==> config.mk <==
export PLATFORM = sky130hd
export DESIGN_NAME = muldiv_seq_flat
export DESIGN_NICKNAME = d
export VERILOG_FILES = /design/src/rtl/muldiv_seq_pkg.sv /design/src/rtl/muldiv_seq_if.sv /design/src/rtl/muldiv_seq_step.sv /design/src/rtl/muldiv_seq.sv /design/src/flat_wrapper.sv
export SDC_FILE = /design/constraint.sdc
export NUM_CORES = 1
export LEC_CHECK = 0
export ABC_AREA = 1
export BUFFER_PORTS_ARGS = -buffer_cell sky130_fd_sc_hd__buf_2
export CORE_MARGIN = 4
export CORE_UTILIZATION = 35
export DETAILED_ROUTE_END_ITERATION = 10
export PLACE_DENSITY = 0.58
export SLEW_MARGIN = 0
export SYNTH_ARGS = -nofsm -noshare
export SYNTH_HDL_FRONTEND = slang
export SYNTH_SLANG_ARGS = --single-unit
==> constraint.sdc <==
create_clock -name clk_i -period 3.4 [get_ports clk_i]
set_input_delay 0.51 -clock clk_i [delete_from_list [all_inputs] [get_ports clk_i]]
set_output_delay 0.51 -clock clk_i [all_outputs]
set_load 0.005 [all_outputs]
==> src/rtl/muldiv_seq_pkg.sv <==
// muldiv_seq_pkg: opcode codes, latched-op record and decode helpers for the mul/div unit
package muldiv_seq_pkg;

    localparam logic [4:0] ALUOP_MULT  = 5'd24;
    localparam logic [4:0] ALUOP_MULTU = 5'd25;
    localparam logic [4:0] ALUOP_DIV   = 5'd26;
    localparam logic [4:0] ALUOP_DIVU  = 5'd27;

    typedef struct packed {
        logic div;
        logic s0;
        logic s1;
    } op_t;

    function automatic logic is_muldiv(input logic [4:0] op);
        return op inside {ALUOP_MULT, ALUOP_MULTU, ALUOP_DIV, ALUOP_DIVU};
    endfunction

    function automatic logic is_signed(input logic [4:0] op);
        return op == ALUOP_MULT || op == ALUOP_DIV;
    endfunction

    function automatic logic is_div(input logic [4:0] op);
        return op == ALUOP_DIV || op == ALUOP_DIVU;
    endfunction

endpackage

==> src/rtl/muldiv_seq_if.sv <==
// muldiv_seq_if: issue, MTHI/MTLO and result signals between the core controller and the mul/div unit
interface muldiv_seq_if #(parameter int WIDTH = 32);

    logic             start_i;
    logic [4:0]       aluop_i;
    logic [WIDTH-1:0] src0_i;
    logic [WIDTH-1:0] src1_i;
    logic             wr_hi_i;
    logic             wr_lo_i;
    logic [WIDTH-1:0] wdata_i;
    logic             busy_o;
    logic             done_o;
    logic [WIDTH-1:0] hi_o;
    logic [WIDTH-1:0] lo_o;

    modport master (
        output start_i, aluop_i, src0_i, src1_i, wr_hi_i, wr_lo_i, wdata_i,
        input  busy_o, done_o, hi_o, lo_o
    );

    modport slave (
        input  start_i, aluop_i, src0_i, src1_i, wr_hi_i, wr_lo_i, wdata_i,
        output busy_o, done_o, hi_o, lo_o
    );

endinterface

==> src/rtl/muldiv_seq_step.sv <==
// muldiv_seq_step: one shift-add multiply or restoring divide iteration on the 2*WIDTH accumulator
module muldiv_seq_step #(
    parameter int WIDTH = 32
) (
    input  logic               i_div,
    input  logic [2*WIDTH-1:0] i_acc,
    input  logic [WIDTH-1:0]   i_opnd,
    output logic [2*WIDTH-1:0] o_acc
);

    logic [WIDTH:0]   w_sum;
    logic [WIDTH:0]   w_trial;
    logic [WIDTH-1:0] w_sub;
    logic             w_nb;

    // mul: add multiplicand to upper half when the multiplier LSB is set, then shift right with carry;
    // div: shift remainder left, subtract divisor when it fits, shift in the quotient bit
    always_comb begin
        w_sum   = {1'b0, i_acc[2*WIDTH-1:WIDTH]} + (i_acc[0] ? {1'b0, i_opnd} : '0);
        w_trial = i_acc[2*WIDTH-1:WIDTH-1];
        w_nb    = w_trial >= {1'b0, i_opnd};
        w_sub   = w_trial[WIDTH-1:0] - i_opnd;
        o_acc   = i_div ? {w_nb ? w_sub : w_trial[WIDTH-1:0], i_acc[WIDTH-2:0], w_nb}
                        : {w_sum, i_acc[WIDTH-1:1]};
    end

endmodule

==> src/rtl/muldiv_seq.sv <==
// muldiv_seq: iterative 1-bit-per-cycle MULT/MULTU/DIV/DIVU engine owning the HI/LO pair
module muldiv_seq
    import muldiv_seq_pkg::*;
#(
    parameter int WIDTH = 32,
    parameter int CNT_W = 5
) (
    input  logic         clk_i,
    input  logic         rst_i,
    muldiv_seq_if.slave  bus
);

    typedef enum logic [1:0] {IDLE, RUN, FIX, DONE} state_t;

    state_t             r_state;
    state_t             w_next;
    logic [CNT_W-1:0]   r_cnt;
    logic [2*WIDTH-1:0] r_acc;
    logic [2*WIDTH-1:0] w_step;
    logic [2*WIDTH-1:0] w_prod;
    logic [WIDTH-1:0]   r_opnd;
    logic [WIDTH-1:0]   r_hi;
    logic [WIDTH-1:0]   r_lo;
    logic [WIDTH-1:0]   w_a0;
    logic [WIDTH-1:0]   w_a1;
    logic [WIDTH-1:0]   w_q;
    logic [WIDTH-1:0]   w_r;
    op_t                r_op;
    op_t                w_op;
    logic               w_go;
    logic               w_last;

    assign w_go   = r_state == IDLE && bus.start_i && is_muldiv(bus.aluop_i);
    assign w_op   = '{div: is_div(bus.aluop_i),
                      s0:  is_signed(bus.aluop_i) & bus.src0_i[WIDTH-1],
                      s1:  is_signed(bus.aluop_i) & bus.src1_i[WIDTH-1]};
    assign w_a0   = w_op.s0 ? -bus.src0_i : bus.src0_i;
    assign w_a1   = w_op.s1 ? -bus.src1_i : bus.src1_i;
    assign w_last = r_cnt == CNT_W'(WIDTH - 1);
    assign w_prod = (r_op.s0 ^ r_op.s1) ? -r_acc : r_acc;
    assign w_q    = (r_op.s0 ^ r_op.s1) ? -r_acc[WIDTH-1:0] : r_acc[WIDTH-1:0];
    assign w_r    = r_op.s0 ? -r_acc[2*WIDTH-1:WIDTH] : r_acc[2*WIDTH-1:WIDTH];

    assign bus.busy_o = r_state != IDLE;
    assign bus.done_o = r_state == DONE;
    assign bus.hi_o   = r_hi;
    assign bus.lo_o   = r_lo;

    muldiv_seq_step #(.WIDTH(WIDTH)) u_step (
        .i_div  (r_op.div),
        .i_acc  (r_acc),
        .i_opnd (r_opnd),
        .o_acc  (w_step)
    );

    // state register
    always_ff @(posedge clk_i) begin
        if (rst_i) r_state <= IDLE;
        else       r_state <= w_next;
    end

    // next state: accept in IDLE, iterate WIDTH times, one fix-up cycle, one done cycle
    always_comb begin
        w_next = r_state;
        case (r_state)
            IDLE:    w_next = w_go ? RUN : IDLE;
            RUN:     w_next = w_last ? FIX : RUN;
            FIX:     w_next = DONE;
            default: w_next = IDLE;
        endcase
    end

    // operand latch, iteration, signed fix-up into HI/LO, and MTHI/MTLO while idle
    always_ff @(posedge clk_i) begin
        if (rst_i) begin
            r_cnt  <= '0;
            r_acc  <= '0;
            r_opnd <= '0;
            r_op   <= '0;
            r_hi   <= '0;
            r_lo   <= '0;
        end else begin
            if (w_go) begin
                r_op   <= w_op;
                r_cnt  <= '0;
                r_acc  <= {{WIDTH{1'b0}}, w_op.div ? w_a0 : w_a1};
                r_opnd <= w_op.div ? w_a1 : w_a0;
            end else if (r_state == RUN) begin
                r_acc <= w_step;
                r_cnt <= r_cnt + 1'b1;
            end
            if (r_state == FIX) begin
                r_hi <= r_op.div ? w_r : w_prod[2*WIDTH-1:WIDTH];
                r_lo <= r_op.div ? w_q : w_prod[WIDTH-1:0];
            end else if (r_state == IDLE && !w_go) begin
                if (bus.wr_hi_i) r_hi <= bus.wdata_i;
                if (bus.wr_lo_i) r_lo <= bus.wdata_i;
            end
        end
    end

endmodule

==> src/flat_wrapper.sv <==
// flat-port wrapper written by rule: the top's interface ports become plain ports
module muldiv_seq_flat import muldiv_seq_pkg::*;
#(
    parameter int WIDTH = 32,
    parameter int CNT_W = 5
)
  (clk_i, rst_i, bus_start_i, bus_aluop_i, bus_src0_i, bus_src1_i, bus_wr_hi_i, bus_wr_lo_i, bus_wdata_i, bus_busy_o, bus_done_o, bus_hi_o, bus_lo_o);
  muldiv_seq_if #(.WIDTH(WIDTH)) bus_i ();
  input  logic clk_i;
  input  logic rst_i;
  input wire logic [$bits(bus_i.start_i)-1:0] bus_start_i;
  input wire logic [$bits(bus_i.aluop_i)-1:0] bus_aluop_i;
  input wire logic [$bits(bus_i.src0_i)-1:0] bus_src0_i;
  input wire logic [$bits(bus_i.src1_i)-1:0] bus_src1_i;
  input wire logic [$bits(bus_i.wr_hi_i)-1:0] bus_wr_hi_i;
  input wire logic [$bits(bus_i.wr_lo_i)-1:0] bus_wr_lo_i;
  input wire logic [$bits(bus_i.wdata_i)-1:0] bus_wdata_i;
  output wire logic [$bits(bus_i.busy_o)-1:0] bus_busy_o;
  output wire logic [$bits(bus_i.done_o)-1:0] bus_done_o;
  output wire logic [$bits(bus_i.hi_o)-1:0] bus_hi_o;
  output wire logic [$bits(bus_i.lo_o)-1:0] bus_lo_o;
  assign bus_i.start_i = bus_start_i;
  assign bus_i.aluop_i = bus_aluop_i;
  assign bus_i.src0_i = bus_src0_i;
  assign bus_i.src1_i = bus_src1_i;
  assign bus_i.wr_hi_i = bus_wr_hi_i;
  assign bus_i.wr_lo_i = bus_wr_lo_i;
  assign bus_i.wdata_i = bus_wdata_i;
  assign bus_busy_o = bus_i.busy_o;
  assign bus_done_o = bus_i.done_o;
  assign bus_hi_o = bus_i.hi_o;
  assign bus_lo_o = bus_i.lo_o;
  muldiv_seq #(.WIDTH(WIDTH), .CNT_W(CNT_W)) u_core (.clk_i(clk_i), .rst_i(rst_i), .bus(bus_i));
endmodule
After elaboration in Yosys (flattened, before gate mapping)
Cells that the tools add are included.
{ "word_totals": {"wordCells": 69, "output_inout_bits": 66, "memories": 0, "ff_bits": 170, "latch_bits": 0, "in_bits": 106, "ram_bits": 0, "mem_bits_ro": 0} }
{ "op_classes": {"reduce_logical": 16, "n_shift": 0, "order_cmp": 1, "n_addsub": 8, "n_mul": 0, "n_bitwise": 3, "mux": 23, "div": 0, "n_eq_ne": 8} }
{ "op_table": {"columns": ["op", "n"], "rows": [
  ["32-bit 2-to-1 mux", 18],
  ["64-bit 2-to-1 mux", 2],
  ["32-bit negator", 4],
  ["64-bit negator", 1],
  ["32-bit by 32-bit adder with 33-bit output", 1],
  ["33-bit by 32-bit >= comparator with 1-bit output", 1],
  ["32-bit subtractor", 1],
  ["5-bit == test, second input constant", 5],
  ["2-bit nonzero test", 5],
  ["2-bit case mux with 3 select lines", 1],
  ["5-bit by 1-bit adder with 5-bit output, second input constant", 1],
  ["2-bit == test, second input constant", 2],
  ["2-bit AND reduction", 2],
  ["4-bit nonzero test", 1],
  ["1-bit logical AND", 3],
  ["1-bit AND", 2],
  ["2-bit by 1-bit == test with 1-bit output, second input constant", 1],
  ["2-bit logical NOT", 1],
  ["1-bit logical OR", 2],
  ["2-bit 2-to-1 mux", 1],
  ["2-bit OR reduction", 1],
  ["1-bit logical NOT", 1],
  ["1-bit 2-to-1 mux", 1],
  ["1-bit XOR", 1]
]} }

Logic depth before layout (Yosys ltp)
Gate-level depths: netlist (run 1).
{ "logic_depth": {"ltp_word": 7, "mapped_depth": 19, "depth_no_buf": 18} }

Cells and area by module
A second synthesis (run 1) with hierarchy kept.
{ "hier_totals": {"cells_unflattened": 3181, "area_unflattened_um2": 17671.9} }
{ "modules_own_cells": {"columns": ["mod", "n_inst", "cells_per_inst", "area_each_um2", "seq_area_each_um2"], "rows": [
  ["muldiv_seq", 1, 1908, 11527.3, 3403.3],
  ["muldiv_seq_step", 1, 1273, 6144.6, 0.0]
]} }

Worst setup path before layout (run 1)
Ideal clock, no wire load.
{ "synth_timing": {"kind": "flip-flop to flip-flop", "startpoint": "register u_core.r_acc[0]", "endpoint": "register u_core.r_acc[61]", "synth_period_minus_slack_ps": 2495, "slack_ps": 905, "arrival_ps": 2386, "setup_time_ps": 109, "stages_incl_launch_ff": 20, "path_buffers": 2, "required_time_ps": 3291, "path_cell_list": "dfxtp_1 -> buf_2 -> buf_1 -> nand2_1 -> inv_1 -> ha_1 -> fa_1 -> nand2_1 -> o21ai_0 -> nand2_1 -> nand2_1 -> nand3_1 -> nand2_1 -> nand2_1 -> nand2_1 -> nand2_1 -> nand3_1 -> nand3_1 -> nand2_1 -> inv_1"} }
{ "synth_between": {"elab_chain_cells": 3} }
{ "synth_rtl": {"columns": ["element", "line_no", "text"], "rows": [
  ["start: declaration", "muldiv_seq.sv:18", "logic [2*WIDTH-1:0] r_acc;"],
  ["start signal: assignment", "muldiv_seq.sv:86", "r_acc <= {{WIDTH{1'b0}}, w_op.div ? w_a0 : w_a1};"],
  ["start signal: assignment", "muldiv_seq.sv:89", "r_acc <= w_step;"],
  ["32-bit 2-to-1 mux", "muldiv_seq_step.sv:19", "w_sum = {1'b0, i_acc[2*WIDTH-1:WIDTH]} + (i_acc[0] ? {1'b0, i_opnd} : '0);"],
  ["32-bit by 32-bit adder with 33-bit output", "muldiv_seq_step.sv:19", null],
  ["64-bit 2-to-1 mux", "muldiv_seq_step.sv:23", "o_acc = i_div ? {w_nb ? w_sub : w_trial[WIDTH-1:0], i_acc[WIDTH-2:0], w_nb}"]
]} }
No other way between the ends.
A chain may end at the register's enable or synchronous reset.

Worst setup path after layout (run 1)
{ "layout_timing": {"startpoint": "register u_core.r_acc[0]", "endpoint": "register u_core.r_acc[45]"} }
Same word-level chain as after synthesis.

==> metrics.yaml, run 1 <==
ff2ff_setup_slack_ps: 490
worstMarginPinSlew_ps: 894.1
yosysTopAreaCellShare_pct: 19.73
grt_pass1_vias: 19650
worstReg2RegEnd: "u_core.r_acc[45]$_SDFFE_PP0P_"
tns_ps: 0
synth_warnings: 0
via_per_inst: 5.440
route.vias.total: 21400
cts_setup_buffers: 0
ios: 172
overflow: 0
r2r_start: "u_core.r_acc[0]$_SDFFE_PP0P_"
required_ps: 3800
gp_congestion: 1.076
dp.cells: 3902
cts_hold_buf: 0
cts.path.max_buffers: 2
layout-drive-gt1-share_pct: 9.969
cts.reportedPaths.clkPinSlew_ps: 90
finalSetupViolations: 0
first_pass_iters: 6
fin_crit_ps: 2906
port_buffers: 171
die_height_um: 230.0
numCtsBuffers: 17
ant_nets: 0
fin_cells: 3934
hold_ws_ps: 320.0
grt.total_usage_pct: 28.47
yosysSeqAreaShare_pct: 19.73
maxCapViolCount: 0
p_leak_uw: 0.01021
synth_top_area_cell: "dfxtp_1"
ys.flop_type: "dfxtp_1"
slew_headroom_pct: 40.31
dpl.hpwl_um: 62990
antenna_found_initial: 0
routedWlPerCell_um: 19.67
clock_skew_ps: 15.51
cts_root_buf: "clkbuf_16"
hold_path_end: "u_core.bus.hi_o[31]$_SDFFE_PP0P_"
synth_edf_count: 0
synth_area_leaders: "dfxtp_1 (20%), nand2_1 (19%), inv_1 (9.6%)"
drc: 0
ys_ff_latch: 170
r2r_cells: 16
hold_start: "bus_wdata_i[31]"
crit_path_max_fanout: 15
holdPathStages: 3
routed_wl_um: 77390
async_flop_share_pct: 0
syn-instance-count: 3108
startpoint_type: "flop"
arrival_ps: 3300
critPathKind: "flop to flop"
power.density_nw_per_um2: 358.3
fin_nets: 3435
dieArea_um2: 52910
vdd_drop_max_mv: 0.4205
initial_utilization_pct: 35.32
antenna_cells: 0
area_delta_synth_final_pct: 13.96
coreArea_um2: 48850
post_cts_resized: 0
hold_path.class: "input port to flop"
slew_violations: 0
die_x_um: 230.0
drt_iter0_drc: 2462
fmax_ghz: 0.3441
h-tree-depth: 4
grt_pass1_wl_um: 117200
finalHoldViolations: 0
synth_commonest_cells: "nand2_1 (890), inv_1 (442), nand3_1 (323)"
yosysMostFrequentCell: "nand2_1"
outcome: "complete, no violations"
rsz0062_at_grt: "no"
row_count: 81
synth_cell_types: 53
utilization_pct: 40.25
period_share_pct: 85.47
clkSinkCount: 170
synth.net_count: 3286
avgSynthCellArea_um2: 5.551
cts_tree: "done"
grt_max_degree: 76
syn_area_um2: 17250
endpoint_kind: "flop"
clk_latency_ps: 500
## per-stage QoR
| stage | worst slack (ps) | total power [uW] | instance area (um2) |
|---|---|---|---|
| floorplan | 905.3 | 4001 | 17250 |
| global placement | 293.3 | 4901 | 19060 |
| detailed placement | 258.4 | 4897 | 19060 |
| CTS | 528.1 | 6980 | 19660 |
| global route | 158.6 | 7442 | 19660 |
| finish | 494.1 | 7043 | 19660 |
## flip-flops by register name (all words and copies together) (netlist names)
register	count
u_core.r_op	3
u_core.r_cnt	5
u_core.bus.hi_o	32
u_core.r_state	2
u_core.r_opnd	32
u_core.r_acc	64
u_core.bus.lo_o	32
## cell type report
| type | count | area (um2) |
|---|---|---|
| clock buffers | 17 | 425.4 |
| clock inverters | 15 | 175.2 |
| fillers | 5542 | 29190 |
| inverters | 453 | 1700 |
| multi-input cells | 2369 | 11680 |
| flip-flops and latches | 170 | 3407 |
| well taps | 664 | 830.8 |
| repair buffers | 246 | 1444 |
## worst max path at each step
stage	from	end	cells past startpoint
final	u_core.r_acc[0]$_SDFFE_PP0P_	u_core.r_acc[45]$_SDFFE_PP0P_	16
after floorplan	u_core.r_acc[0]$_SDFFE_PP0P_	u_core.r_acc[61]$_SDFFE_PP0P_	19
after global placement	bus_aluop_i[3]	u_core.r_acc[5]$_SDFFE_PP0P_	11
after detailed placement	bus_aluop_i[3]	u_core.r_acc[7]$_SDFFE_PP0P_	11
after global routing	u_core.r_acc[0]$_SDFFE_PP0P_	u_core.r_acc[45]$_SDFFE_PP0P_	16
after CTS	u_core.r_acc[0]$_SDFFE_PP0P_	u_core.r_acc[45]$_SDFFE_PP0P_	16
## cells by family after synthesis
kind of cell	after synthesis	share of synthesized area (%)
buffers and inverters	569	12.73
adder cells (fa/ha/maj)	72	5.309
flip-flops	170	19.73
AND/OR/NAND/NOR	1660	40.59
XOR/XNOR	68	3.452
AO/OA/AOI/OAI	569	18.20
## power by group
group,internal [uW],total [uW],switching [uW],leakage (uW)
registers,2110,2220,111,0.00139
clock network,991,2100,1110,0.000294
logic,827,2730,1900,0.00853
## critical path, cell delays in order, from the launching register on
cell and delay, ps:
dfxtp_1 350, buf_4 230, nand2_1 70, inv_1 50, ha_1 170, fa_1 240
nand2_1 90, o21ai_0 560, nand2_1 110, nand2_1 220, nand3_1 90, nand2_1 150
a21oi_1 80, o21ai_0 130, nand3_1 120, nor2_1 100, nor2_1 40
## layout by cell type, fill, tap and decap left out, types with 3 or more instances in the layout
master	count
buf_2	171
a31oi_1	48
o211ai_1	36
ha_1	70
o22ai_1	3
a21oi_1	221
a21o_1	9
nor2_4	4
inv_2	10
nor4_1	3
nand4_1	55
nand3b_1	12
and3_1	5
nor2_1	308
dfxtp_1	169
nand2_1	890
nor3_1	23
clkbuf_16	17
nand3_1	323
and2_1	6
nand2_2	7
nor2_2	10
o21ai_0	207
xor2_1	54
inv_8	4
clkinv_8	5
inv_6	3
or2_2	8
o221ai_1	10
buf_4	73
o21ai_1	11
o21bai_1	8
xnor2_1	14
a22oi_1	5
inv_1	441
## metal layers
layer,global-route usage [%],share of wire (%),vias up
li1,-,-,10400
met1,40.01,44,9789
met5,0,0,-
met4,9.622,3.6,0
met3,5.389,9.7,134
met2,43.76,43,1081
Power figures use the tool's default switching activity.
==> run 2: changes to the inputs <==
SYNTH_HIERARCHICAL = 1   (was unset)
==> metrics.yaml, run 2 <==
outcome: "complete, no violations"
yosysSeqAreaShare_pct: 19.26  # -0.47 points
worstMarginPinSlew_ps: 927.7  # +33.62 ps
period_share_pct: 86.94  # +1.5 points
antenna_found_initial: 2  # +2
antenna_cells: 0  # unchanged
crit_top_cell: "nand2_1"
die_x_um: 232.7  # +1.2%
maxCapViolCount: 0  # unchanged
layout-drive-gt1-share_pct: 11.07  # +1.1 points
final_cell_area_um2: 19950  # +1.5%
ys.flop_type: "dfxtp_1"
synth_edf_count: 0  # unchanged
cp_num_buf_inv: 3  # +1
grt_pass1_wl_um: 114900  # -1.9%
ant_nets: 0  # unchanged
slowest_delay_ps: 470  # -90 ps
synth.net_count: 3359  # +2.2%
rsz0062_at_grt: "no"
synth_commonest_cells: "nand2_1 (995), inv_1 (434), nand3_1 (331)"
final_common_cell: "nand2_1"
finalHoldViolations: 0  # unchanged
dieArea_um2: 54150  # +2.3%
largest_reg_flops: 64  # unchanged
syn-instance-count: 3181  # +2.3%
avgSynthCellArea_um2: 5.555  # about the same
grt_pass1_vias: 19440  # -1.1%
critPathKind: "flop to flop"
yosysMostFrequentCell: "nand2_1"
synth_area_leaders: "nand2_1 (21%), dfxtp_1 (19%), nand3_1 (9.4%)"
utilization_pct: 39.85  # -0.40 points
synth_top_area_cell: "nand2_1"
cts.reportedPaths.clkPinSlew_ps: 70  # -20 ps
cts.path.max_buffers: 2  # unchanged
numCtsBuffers: 17  # unchanged
layout_setup_ws_ps: 443.9  # -50.15 ps
grt_max_degree: 85  # +12%
clkSinkCount: 170  # unchanged
layout_common_cells: "nand2_1 (995), inv_1 (432), nand3_1 (331)"
vdd_drop_max_mv: 0.2808  # -33%
grt.total_usage_pct: 27.63  # -0.84 points
drt_iter0_drc: 2220  # -9.8%
crit_family: "simple AND/OR/NAND/NOR gates"
h-tree-depth: 4  # unchanged
ff2ff_setup_slack_ps: 440  # -50 ps
gp_congestion: 1.005  # -6.6%
worstPathCellList: "buf_4 > nand2_1 > inv_1 > ha_1 > fa_1 > nand2_1 > nand2_1 > and2_1 > a21oi_1 > inv_1 > nand2_1 > nand3_1 > nand2_1 > nand3_1 > nand2_1 > nand2_1 > a21oi_1"
yosysTopAreaCellShare_pct: 21.13  # +1.4 points
startpoint_type: "flop"
clock_skew_ps: 17.04  # +1.526 ps
synth_warnings: 6  # +6
via_per_inst: 5.357  # -1.5%
n_fill_cell: 5786  # +4.4%
dpl.hpwl_um: 62750  # -0.38%
routedWlPerCell_um: 19.35  # -1.6%
post_cts_resized: 0  # unchanged
p_leak_uw: 0.01052  # +3.0%
crit_path_max_fanout: 5  # -10
slowest_stage: "fa_1"
first_pass_iters: 6  # unchanged
endpoint_kind: "flop"
syn_area_um2: 17670  # +2.4%
fmax_ghz: 0.3383  # -1.7%
tns_ps: 0  # unchanged
area_delta_synth_final_pct: 12.90
ios: 172  # unchanged
cts_hold_buf: 0  # unchanged
async_flop_share_pct: 0  # unchanged
slew_violations: 0  # unchanged
largest-register: "u_core/r_acc"
initial_utilization_pct: 35.30  # about the same
coreArea_um2: 50070  # +2.5%
route.vias.total: 21460  # +0.27%
cts_tree: "done"
arrival_ps: 3340  # +40 ps
ys_ff_latch: 170  # unchanged
cts_root_buf: "clkbuf_16"
power.density_nw_per_um2: 316.7  # -12%
port_buffers: 171  # unchanged
required_ps: 3790  # about the same
routed_wl_um: 77510  # +0.16%
row_count: 82  # +1.2%
drc: 0  # unchanged
fin_nets: 3498  # +1.8%
place_area_um2: 19340  # +1.5%
fin_crit_ps: 2956  # +50.15 ps
finalSetupViolations: 0  # unchanged
clk_latency_ps: 470  # -30 ps
slew_headroom_pct: 38.09  # -2.2 points
synth_cell_types: 48  # -9.4%
die_height_um: 232.7  # +1.2%
place_ws_ps: 536.9  # +278.5 ps
hold_path.class: "input port to flop"
overflow: 0  # unchanged
cts_setup_buffers: 0  # unchanged
==> run 2: worst min-delay path, cell delays in order <==
cell and delay, ps:
buf_2 100, nand2_1 80, a31oi_1 80
==> run 2: kinds of logic (layout without fill, tap and decap cells) <==
| logic type | Yosys count | in the layout | share of synthesized area, % |
|---|---|---|---|
| AND/OR/NAND/NOR | 1743 | 1743 | 42.37 |
| buffers and inverters | 570 | 722 | 12.79 |
| AO/OA/AOI/OAI | 558 | 558 | 17.03 |
| flip-flops | 170 | 170 | 19.26 |
| adder cells (fa/ha/maj) | 72 | 72 | 5.183 |
| XOR/XNOR | 68 | 68 | 3.370 |
==> run 2: stage by stage <==
stage	std cells	hold WS (ps)	total power [uW]
4_1_cts	4005	328.9	6297
2_1_floorplan	3181	443.9	3589
5_1_grt	4005	339.1	6659
3_3_place_gp	3973	461.1	4207
3_5_place_dp	3973	463.4	4207
6_report	4005	351.6	6318
==> run 2: cell type report <==
class                   count  area, um2  share of cell area, %
repair buffers            240       1386                  6.948
clock inverters            12      153.9                 0.7714
well taps                 672      840.8                  4.214
inverters                 450       1690                  8.472
multi-input cells        2441      12020                  60.24
flip-flops and latches    170       3405                  17.06
clock buffers              20      456.7                  2.289
==> run 2: path summary, 6_finish.rpt <==
path                                     start                              end  depth (start not counted)
hold reg to reg   u_core/r_cnt[4]$_SDFFE_PP0P_     u_core/r_cnt[4]$_SDFFE_PP0P_                          2
hold / removal                  bus_wdata_i[0]  u_core/bus.hi_o[0]$_SDFFE_PP0P_                          3
setup / recovery  u_core/r_acc[0]$_SDFFE_PP0P_    u_core/r_acc[55]$_SDFFE_PP0P_                         17
setup reg to reg  u_core/r_acc[0]$_SDFFE_PP0P_    u_core/r_acc[55]$_SDFFE_PP0P_                         17
==> run 2: power breakdown <==
group | total [uW] | switching (uW) | leakage, uW | internal [uW]
combinational | 2010 | 1370 | 0.00883 | 640
clock | 2100 | 956 | 0.000298 | 1150
sequential | 2200 | 108 | 0.00139 | 2090
total | 6320 | 2440 | 0.0105 | 3880
==> run 2: routing by layer <==
layer / track usage (%) / vias to the layer above / routed length (um)
met2: 43.82 / 993 / 34430
met1: 37.39 / 9791 / 33620
met3: 4.971 / 151 / 6354
li1: - / 10510 / -
met5: 0 / - / 63
met4: 10.40 / 8 / 3043
